`src/rtl/overlay_pixel_gen.sv`:
```
// overlay_pixel_gen: background/glyph ROM addressing, latency-aligned pixel
// composition and a hover/press/release button FSM for overlay screens.
module overlay_pixel_gen #(
    parameter int          NUM_DIGITS  = 4,
    parameter int          DIGIT_SIZE  = 52,
    parameter int          ORIGIN_X    = 133,
    parameter int          ORIGIN_Y    = 210,
    parameter int          DIGIT_PITCH = 53,
    parameter int          GAP_AFTER   = 2,
    parameter int          GAP_EXTRA   = 3,
    parameter int          ROM_LATENCY = 1,
    parameter logic [11:0] C_TOUCH     = 12'h32E,
    parameter logic [11:0] C_CLICK     = 12'hDD2
) (
    input  logic                  clka,
    input  logic                  rst_n,
    input  logic [9:0]            h_cnt,
    input  logic [9:0]            v_cnt,
    input  logic                  active,
    input  logic                  mouse_left,
    input  logic                  mouse_on_button,
    input  logic [1:0]            bg_data,
    input  logic                  digit_data,
    output logic [16:0]           bg_addr,
    output logic [11:0]           digit_addr,
    output logic [NUM_DIGITS-1:0] digit_sel,
    output logic [11:0]           pixel_out,
    output logic [1:0]            button_state,
    output logic                  click
);
    localparam logic [11:0] BLACK = 12'h000;
    localparam logic [11:0] WHITE = 12'hFFF;

    typedef enum logic [1:0] {IDLE = 2'd0, HOVER = 2'd1, PRESSED = 2'd2} state_t;

    function automatic int slot_x(input int p);
        return ORIGIN_X + p * DIGIT_PITCH + (p >= GAP_AFTER ? GAP_EXTRA : 0);
    endfunction

    logic [1:0]  r_rst_sync;
    logic        w_rst_n;
    logic        w_visible;
    logic        w_hit_row;
    logic        w_hit;
    logic [2:0]  r_flags_d [ROM_LATENCY];
    logic        w_act_d;
    logic        w_vis_d;
    logic        w_hit_d;
    logic [11:0] w_btn_color;
    logic [11:0] w_pixel;
    logic [11:0] r_pixel;
    state_t      r_state;
    logic        r_click;

    // Reset asserts asynchronously but releases in step with clka
    always_ff @(posedge clka or negedge rst_n)
        if (!rst_n) r_rst_sync <= 2'b00;
        else        r_rst_sync <= {r_rst_sync[0], 1'b1};

    assign w_rst_n   = r_rst_sync[1];
    assign w_visible = (h_cnt < 10'd640) && (v_cnt < 10'd480);
    assign w_hit_row = (int'(v_cnt) >= ORIGIN_Y) && (int'(v_cnt) < ORIGIN_Y + DIGIT_SIZE);
    assign bg_addr   = w_visible ? 17'(h_cnt >> 1) + 17'(v_cnt >> 1) * 17'd320 : 17'd0;

    // Scanning from the rightmost slot down lets the lowest position win overlaps
    always_comb begin
        digit_sel  = '0;
        digit_addr = '0;
        w_hit      = 1'b0;
        for (int p = NUM_DIGITS - 1; p >= 0; p--)
            if (w_visible && w_hit_row && int'(h_cnt) >= slot_x(p) &&
                int'(h_cnt) < slot_x(p) + DIGIT_SIZE) begin
                digit_sel                 = '0;
                digit_sel[NUM_DIGITS-1-p] = 1'b1;
                digit_addr = 12'((int'(v_cnt) - ORIGIN_Y) * DIGIT_SIZE + int'(h_cnt) - slot_x(p));
                w_hit      = 1'b1;
            end
    end

    always_ff @(posedge clka or negedge w_rst_n)
        if (!w_rst_n) begin
            for (int i = 0; i < ROM_LATENCY; i++) r_flags_d[i] <= '0;
        end else begin
            r_flags_d[0] <= {active, w_visible, w_hit};
            for (int i = 1; i < ROM_LATENCY; i++) r_flags_d[i] <= r_flags_d[i-1];
        end

    assign {w_act_d, w_vis_d, w_hit_d} = r_flags_d[ROM_LATENCY-1];
    assign w_btn_color = (r_state == HOVER)   ? C_TOUCH :
                         (r_state == PRESSED) ? C_CLICK : BLACK;
    assign w_pixel = !(w_act_d && w_vis_d) ? BLACK :
                     w_hit_d               ? (digit_data ? WHITE : BLACK) :
                     (bg_data == 2'd2)     ? w_btn_color :
                     (bg_data == 2'd0)     ? BLACK : WHITE;

    always_ff @(posedge clka or negedge w_rst_n)
        if (!w_rst_n) r_pixel <= BLACK;
        else          r_pixel <= w_pixel;

    always_ff @(posedge clka or negedge w_rst_n)
        if (!w_rst_n) begin
            r_state <= IDLE;
            r_click <= 1'b0;
        end else begin
            r_click <= 1'b0;
            if (!active) r_state <= IDLE;
            else
                case (r_state)
                    IDLE:    if (mouse_on_button && !mouse_left) r_state <= HOVER;
                    HOVER:   if (!mouse_on_button) r_state <= IDLE;
                             else if (mouse_left)  r_state <= PRESSED;
                    PRESSED: if (!mouse_on_button) r_state <= IDLE;
                             else if (!mouse_left) begin
                                 r_state <= HOVER;
                                 r_click <= 1'b1;
                             end
                    default: r_state <= IDLE;
                endcase
        end

    assign pixel_out    = r_pixel;
    assign button_state = r_state;
    assign click        = r_click;
endmodule

```
`config.mk`:
```
export PLATFORM = sky130hd
export DESIGN_NAME = overlay_pixel_gen
export DESIGN_NICKNAME = d
export VERILOG_FILES = /design/src/rtl/overlay_pixel_gen.sv
export SDC_FILE = /design/constraint.sdc
export NUM_CORES = 1
export LEC_CHECK = 0
export BUFFER_PORTS_ARGS = -buffer_cell sky130_fd_sc_hd__buf_2
export CAP_MARGIN = 20
export CORE_MARGIN = 1.5
export CORE_UTILIZATION = 60
export CTS_CLUSTER_SIZE = 10
export DETAILED_ROUTE_END_ITERATION = 16
export GPL_ROUTABILITY_DRIVEN = 0
export PLACE_DENSITY = 0.95
export SYNTH_ARGS = -nofsm -noshare
export SYNTH_HDL_FRONTEND = slang
export SYNTH_SLANG_ARGS = --single-unit
export TNS_END_PERCENT = 1
```
`constraint.sdc`:
```
create_clock -name clka -period 20.5 [get_ports clka]
set_input_delay 4.1 -clock clka [delete_from_list [all_inputs] [get_ports clka]]
set_output_delay 4.1 -clock clka [all_outputs]
set_load 0.03 [all_outputs]
```
### After elaboration in Yosys (flattened, before gate mapping)

Cells that the tools add are included.

| operators by class | value |
|---|---|
| reduce and logical (&&, ||, !) cells | 17 |
| bitwise logic cells | 0 |
| add/subtract/negate cells | 7 |
| order comparisons | 12 |
| shift-type cells | 0 |
| equal/unequal tests | 6 |
| muxes and demuxes | 31 |
| $mul | 2 |
| div/mod/pow operators | 0 |

Operator list:

| operator | number |
|---|---|
| $mux W12 | 11 |
| $ge A10 B8 Y1 const B | 4 |
| $lt A10 B9 Y1 const B | 4 |
| $sub A12 B9 Y12 const B | 3 |
| $lt A10 B8 Y1 const B | 2 |
| $add A9 B17 Y17 | 1 |
| $mux W17 | 1 |
| $logic_and A1 B1 Y1 | 13 |
| $add A12 B11 Y12 | 1 |
| $mux W2 | 6 |
| $mux W4 | 3 |
| $sub A12 B10 Y12 const B | 1 |
| $mul A11 B5 Y10 const B | 1 |
| $mul A9 B3 Y11 const B | 1 |
| $sub A10 B8 Y11 const B | 1 |
| $ge A10 B9 Y1 const B | 1 |
| $lt A10 B10 Y1 const B | 1 |
| $mux W1 | 9 |
| $ne A4 B4 Y1 const B | 2 |
| $pmux W2 S3 | 1 |
| $eq A2 B2 Y1 const B | 2 |
| $logic_not A2 Y1 | 2 |
| $ne A3 B3 Y1 const B | 1 |
| $reduce_and A3 Y1 | 1 |
| other kinds (2) | 2 |

| storage, ports and cells | value |
|---|---|
| bits in writable memories | 0 |
| bits in registers | 20 |
| memories | 0 |
| latch bits | 0 |
| ROM bits | 0 |
| output and inout port bits | 48 |

### Logic depth before layout (Yosys ltp)

Gate-level depths: netlist of the first run.

| logic depth | value |
|---|---|
| depth after elaboration | 9 |
| depth in mapped cells | 21 |
| depth with buffers taken out | 21 |

### Least setup slack after synthesis of the first run

Ideal clock, no wire load.

| timing | value |
|---|---|
| kind | input to output |
| start | input v_cnt[1] |
| end | output digit_addr[10] |
| setup slack | 7826 ps |
| data required time | 16400 ps |
| stages on the path | 19 |
| buffers on the path | 0 |
| arrival | 8574 ps |
| path through | inv_1 ha_1 xor2_1 ha_1 ha_1 inv_1 fa_1 inv_1 ha_1 xnor2_1 ha_1 o21ai_0 nand2b_1 a31o_2 xnor2_1 and2_1 nand2b_1 xnor2_1 a211oi_1 |

| between the ends | value |
|---|---|
| word-level cells in the longest chain between the ends | 9 |
| elaborated cells between the ends (all ways) | 25 |

RTL lines:

| item | line | source |
|---|---|---|
| start: declaration | 18 | `input logic [9:0] v_cnt,` |
| branches (longest 8 deep; another with $add A12 B11 Y12) | -- |  |
| $mux W12 (*) | 71 | `if (w_visible && w_hit_row && int'(h_cnt) >= slot_x(p) &&` |
| end: declaration | 25 | `output logic [11:0] digit_addr,` |

Mark *: on every way between the ends.

### Final worst setup path of the first run

| timing | value |
|---|---|
| start | input v_cnt[1] |
| end | output digit_addr[11] |

The elaborated chain is that of the path after synthesis.

==> results of run 1 <==
sequential cells by signal, indices dropped and copies added, names as in the netlist:
| register | flops |
|---|---|
| r_flags_d | 3 |
| click | 1 |
| r_rst_sync | 2 |
| pixel_out | 4 |
| button_state | 2 |
placed cells by master (no fill, tap or decap), types with 12 or more instances in the layout:
cell type,netlist,routed
inv_1,44,44
xnor2_1,33,33
nand2_1,21,21
dfrtp_1,12,12
nor2_1,33,33
buf_2,2,75
a21oi_1,32,32
a211oi_1,12,12
ha_1,57,57
xor2_1,21,21
a21o_1,13,13
o21ai_0,26,26
metal layers:
layer,vias up,global-route usage,wire [um]
met5,-,0,0
met4,0,0.0877,138
met3,15,0.0149,447
met2,134,0.485,4090
met1,1616,0.324,3680
li1,1724,-,-
worst register-to-register path, cell delays in order, from the launching register on:
cell	delay (ns)
dfrtp_1	0.41
inv_1	0.10
ha_1	0.25
nand2b_1	0.15
a21oi_1	0.14
a211oi_1	0.09
o41ai_1	0.34
path summary, 6_finish.rpt:
path	from	endpoint	slack, ns	depth (start not counted)
setup / recovery	v_cnt[1]	digit_addr[11]	7.33	21
max in group asynchronous	rst_n	r_rst_sync[1]	16.78	1
hold / removal	r_rst_sync[1]	button_state[0]	0.17	0
min in group clka	r_rst_sync[0]	r_rst_sync[1]	0.35	0
setup reg to reg	button_state[0]	button_state[0]	18.89	6
hold reg to reg	r_rst_sync[1]	button_state[0]	0.17	0
kinds of logic (layout without fill, tap and decap cells):
| group | count (synthesis) | count (layout) |
|---|---|---|
| flip-flops | 12 | 12 |
| other | 1 | 1 |
| multiplexers | 4 | 4 |
| AND/OR/NAND/NOR | 116 | 116 |
| AO/OA/AOI/OAI | 132 | 132 |
| XOR/XNOR | 57 | 57 |
| buffers and inverters | 69 | 127 |
| adder cells (fa/ha/maj) | 65 | 65 |
cell type report:
type / instances / area, um2 / area share
Inverter: 45 / 169 / 0.0429
Tap cell: 72 / 90.1 / 0.0229
Sequential cell: 12 / 300 / 0.0763
Multi-Input combinational cell: 375 / 2920 / 0.742
Timing Repair Buffer: 78 / 402 / 0.102
Clock buffer: 4 / 55.1 / 0.0140
per-stage QoR:
step / std cells / setup WS [ns] / instance area [um2] / utilization
final: 586 / 7.33 / 3940 / 0.706
after global placement: 579 / 7.46 / 3850 / 0.691
after global routing: 586 / 6.98 / 3940 / 0.706
after floorplan: 456 / 7.83 / 3510 / -
after detailed placement: 579 / 7.16 / 3850 / 0.691
after CTS: 583 / 7.15 / 3910 / 0.701
power by group:
group	leakage [nW]	switching [mW]	internal [mW]	total (mW)
sequential	0.156	0.00320	0.0264	0.0296
clock	0.0288	0.00890	0.0170	0.0259
combinational	1.82	0.253	0.182	0.435
==> metrics.txt, run 1 <==
outcome=complete, no violations; post-CTS sizing=0; number of diodes=0; DIE WIDTH=79.5 um; Max Root-Sink Buffers=2; CTS tree=built; Power Density=125 nW/um2; CP Max Fanout=7; Post-CTS Setup Inserts=0; Crit path required time=16.40 ns; Final TNS setup=0 ns; prevailing post-synth register cell=dfrtp_1; Yosys reg bits=12; hold slack=0.171 ns; VDD IR max=0.0650 mV; hold-fix buffers at CTS=0; 1st-pass router iterations=5; Critical Path, Cell by Cell=buf_2 -> inv_1 -> ha_1 -> xor2_1 -> ha_1 -> ha_1 -> inv_1 -> fa_1 -> inv_1 -> ha_1 -> a21o_1 -> a21oi_1 -> xnor2_1 -> ha_1 -> o41ai_1 -> xor2_1 -> nand3_1 -> o21bai_1 -> mux2_4 -> o31ai_2 -> buf_2; Worst Max-Slew Pin Slew=0.888 ns; first-pass GRT wire length=13800 um; initial cell density of the core=0.630; relative slew slack=0.404; Num CTS Buffers=3; die area=6320 um2; adder-cell share of the synthesized area=0.249; Post-Syn Area per Cell=7.70 um2; RSZ-0062 raised after global routing=false; FFs w/ async S/R, synth=1.00; synth cell count leaders=57 x ha_1, 44 x inv_1, 33 x nor2_1, 33 x xnor2_1, 32 x a21oi_1; critical path launch point type=primary input; clock slew at reported path FFs=0.05 ns; Synth Area in Compound Gates=0.248; number of global-route vias before repair=3246; YS warnings=0; final WL=8350 um; pin count of the biggest net entering global routing=18; Core Region=5570 um2; endpoint class of the critical path=output port; Max-cap violations=0; Top Ports=76; LEAKAGE=2.01 nW; count leader, synth=ha_1; Final Power=0.490 mW; Setup Viol. Count Final=0; final worst path period share=0.642; Routed WL per cell=14.3 um; GR Overflow Total=0; sequential-to-total area share from yosys stat=0.0855; post-synth cell types=62; hold crit path type=flip-flop to async pin; syn nets=549; area delta synth->final=12.1%; fill cell count=442; Post-synth EDFFs=0; First DRT Iteration DRCs=195; fin crit period=13.17 ns; TritonCTS sink count=12; vias per cell=5.95; Root Driver=clkbuf_8; slowest CP cell=fa_1; f_max=0.0760 GHz; post-synth top area cell=ha_1; # DRC=0; main combinational cell family by area after synthesis=adder cells; WS Path Type=primary input to output port; Worst-Skew Late Latency=0.25 ns; Layout Nets=608; Synth area leaders=ha_1 20%, dfrtp_1 8.6%, xnor2_1 8.2%; simple-gate area share of the yosys netlist=0.168; Critical Path Max Stage Delay=0.50 ns; Post-Synth XOR/XNOR Area=0.153; # port buffers=75; Syn Inst Count=456; Clock Skew=0.00110 ns; htree depth=1; DRT antenna net count=0; initial antenna violation count=0; total vias in the final route=3489; hold violation count in the final report=0; GR Util All Layers=0.264; Die H=79.5 um; Std-Cell Rows=27; mux cell area share after synthesis=0.0128; Final Max Tran Viols=0; area of the mapped netlist=3510 um2; layout cell share with drive strength beyond 1=0.185; Final HPWL DP=6670 um; Worst path top cell family by delay=adder cells; crit path buf inv count=5; top-area cell type share of the netlist area=0.203; most used cell, CP=ha_1; critical path arrival=9.07 ns
Power figures use the tool's default switching activity.
==> run 2, diff against run 1 <==
--- a/config.mk
+++ b/config.mk
@@ -5,14 +5,15 @@
 export SDC_FILE = /design/constraint.sdc
 export NUM_CORES = 1
 export LEC_CHECK = 0
+export ABC_AREA = 1
 export BUFFER_PORTS_ARGS = -buffer_cell sky130_fd_sc_hd__buf_2
 export CAP_MARGIN = 20
 export CORE_MARGIN = 1.5
-export CORE_UTILIZATION = 60
+export CORE_UTILIZATION = 53
 export CTS_CLUSTER_SIZE = 10
 export DETAILED_ROUTE_END_ITERATION = 16
 export GPL_ROUTABILITY_DRIVEN = 0
-export PLACE_DENSITY = 0.95
+export PLACE_DENSITY = 0.89
 export SYNTH_ARGS = -nofsm -noshare
 export SYNTH_HDL_FRONTEND = slang
 export SYNTH_SLANG_ARGS = --single-unit
==> constraint.sdc (replaced) <==
create_clock -name clka -period 12 [get_ports clka]
set_input_delay 2.4 -clock clka [delete_from_list [all_inputs] [get_ports clka]]
set_output_delay 2.4 -clock clka [all_outputs]
set_load 0.03 [all_outputs]
==> metrics.txt, run 2 <==
LEAKAGE=2.65 nW; Num CTS Buffers=3; GR Util All Layers=0.263; placed insts=821; critical path launch point type=primary input; most common cell after layout, fill and taps aside=nand2_1; Std-Cell Rows=31; most used cell, CP=nand2_1; Finished Layout Cells=825; f_max=0.104 GHz; number of flip-flops in the largest register=4; hold violation count in the final report=0; GR Overflow Total=0; clock slew at reported path FFs=0.05 ns; Setup Viol. Count Final=0; final worst path period share=0.799; Final Power=0.797 mW; 1st-pass router iterations=5; Die H=91.1 um; total vias in the final route=4591; die area=8290 um2; Post-CTS Setup Inserts=0; First DRT Iteration DRCs=263; top-area cell type share of the netlist area=0.174; final instance area=4560 um2; Worst-Skew Late Latency=0.24 ns; multi-input logic area=3250 um2; hold crit path type=flip-flop to async pin; area delta synth->final=11.1%; WS Path Type=primary input to output port; area of the mapped netlist=4110 um2; syn nets=753; outcome=complete, no violations; Critical Path Max Stage Delay=0.50 ns; RSZ-0062 raised after global routing=false; Post-synth EDFFs=0; post-synth cell types=53; Yosys reg bits=12; CTS tree=built; DRT antenna net count=0; critical path arrival=7.19 ns; Routed WL per cell=13.1 um; vias per cell=5.56; count leader, synth=nand2_1; post-CTS sizing=0; pin count of the biggest net entering global routing=15; Max Root-Sink Buffers=2; TritonCTS sink count=12; fin crit period=9.59 ns; slowest CP cell=fa_1; initial cell density of the core=0.558; prevailing post-synth register cell=dfrtp_1; Layout Nets=820; Crit path required time=9.60 ns; hold slack=0.155 ns; post-synth top area cell=ha_1; Max-cap violations=0; fill cell count=673; Layout Utilization=0.619; first-pass GRT wire length=18600 um; Root Driver=clkbuf_8; Critical path origin=v_cnt[1]; setup slack at placement=2.46 ns; Setup WS post-layout=2.41 ns; Top Ports=76; sequential-to-total area share from yosys stat=0.0731; most frequent cells in the layout=153 x nand2_1, 102 x inv_1, 75 x buf_2; Final Max Tran Viols=0; Synth area leaders=ha_1 17%, nand2_1 14%, inv_1 9.3%; Post-Syn Area per Cell=6.23 um2; VDD IR max=0.0973 mV; layout cell share with drive strength beyond 1=0.194; number of diodes=0; reg2reg start=button_state[1]; number of global-route vias before repair=4371; Area after DPL=4510 um2; synth cell count leaders=153 x nand2_1, 102 x inv_1, 61 x nand3_1; CP Max Fanout=13; Final HPWL DP=8830 um; Final TNS setup=0 ns; sequential cell area=300 um2; htree depth=1; final WL=10800 um; DIE WIDTH=91.1 um; Worst Max-Slew Pin Slew=0.635 ns; FFs w/ async S/R, synth=1.00; endpoint class of the critical path=output port; YS warnings=0; Core Region=7370 um2; Clock Skew=0.000602 ns; # DRC=0; initial antenna violation count=0; # port buffers=75; relative slew slack=0.572; hold-fix buffers at CTS=0; Syn Inst Count=660; Power Density=175 nW/um2
run 2: kinds of logic (layout without fill, tap and decap cells):
logic type | Yosys count | after routing | share of synthesized area
AOI/OAI and AO/OA | 87 | 87 | 0.124
and+or+nand+nor | 340 | 340 | 0.403
other | 1 | 1 | 0.000913
DFF | 12 | 12 | 0.0731
xor gates and xnor gates | 23 | 23 | 0.0490
adders and majority gates | 65 | 65 | 0.213
buffers and inverters | 132 | 198 | 0.137
run 2: critical path: cells and delay by family:
family,cells,cell delay (ns)
AO/OA/AOI/OAI,3,0.63
AND/OR/NAND/NOR,10,1.06
buffers and inverters,7,0.66
XOR/XNOR,2,0.44
adder cells (fa/ha/maj),6,1.99
run 2: area by class of cell:
type                    instances  share of cell area
flip-flops and latches         12              0.0658
well taps                      99              0.0271
repair buffers                 76              0.0839
inverters                     118              0.0998
clock buffers                   4              0.0121
multi-input cells             516               0.711
run 2: final timing paths:
kind,endpoint,slack (ns),depth (start not counted)
setup / recovery,digit_addr[11],2.41,28
hold / removal,r_flags_d[2],0.15,0
setup reg to reg,button_state[1],10.39,6
hold reg to reg,r_flags_d[2],0.15,0
max in group asynchronous,r_rst_sync[1],9.97,1
min in group clka,r_rst_sync[1],0.35,0
run 2: routing by layer:
layer | share of wire | GRT usage | vias to the layer above
met2 | 0.50 | 0.491 | 190
li1 | - | - | 2269
met4 | 0.023 | 0.0872 | 0
met5 | 0 | 0 | -
met1 | 0.42 | 0.313 | 2093
met3 | 0.057 | 0.0218 | 39
run 2: power by group:
part / internal, mW / total (mW) / switching (mW)
combinational: 0.224 / 0.704 / 0.480
sequential: 0.0447 / 0.0496 / 0.00484
clock: 0.0289 / 0.0430 / 0.0141
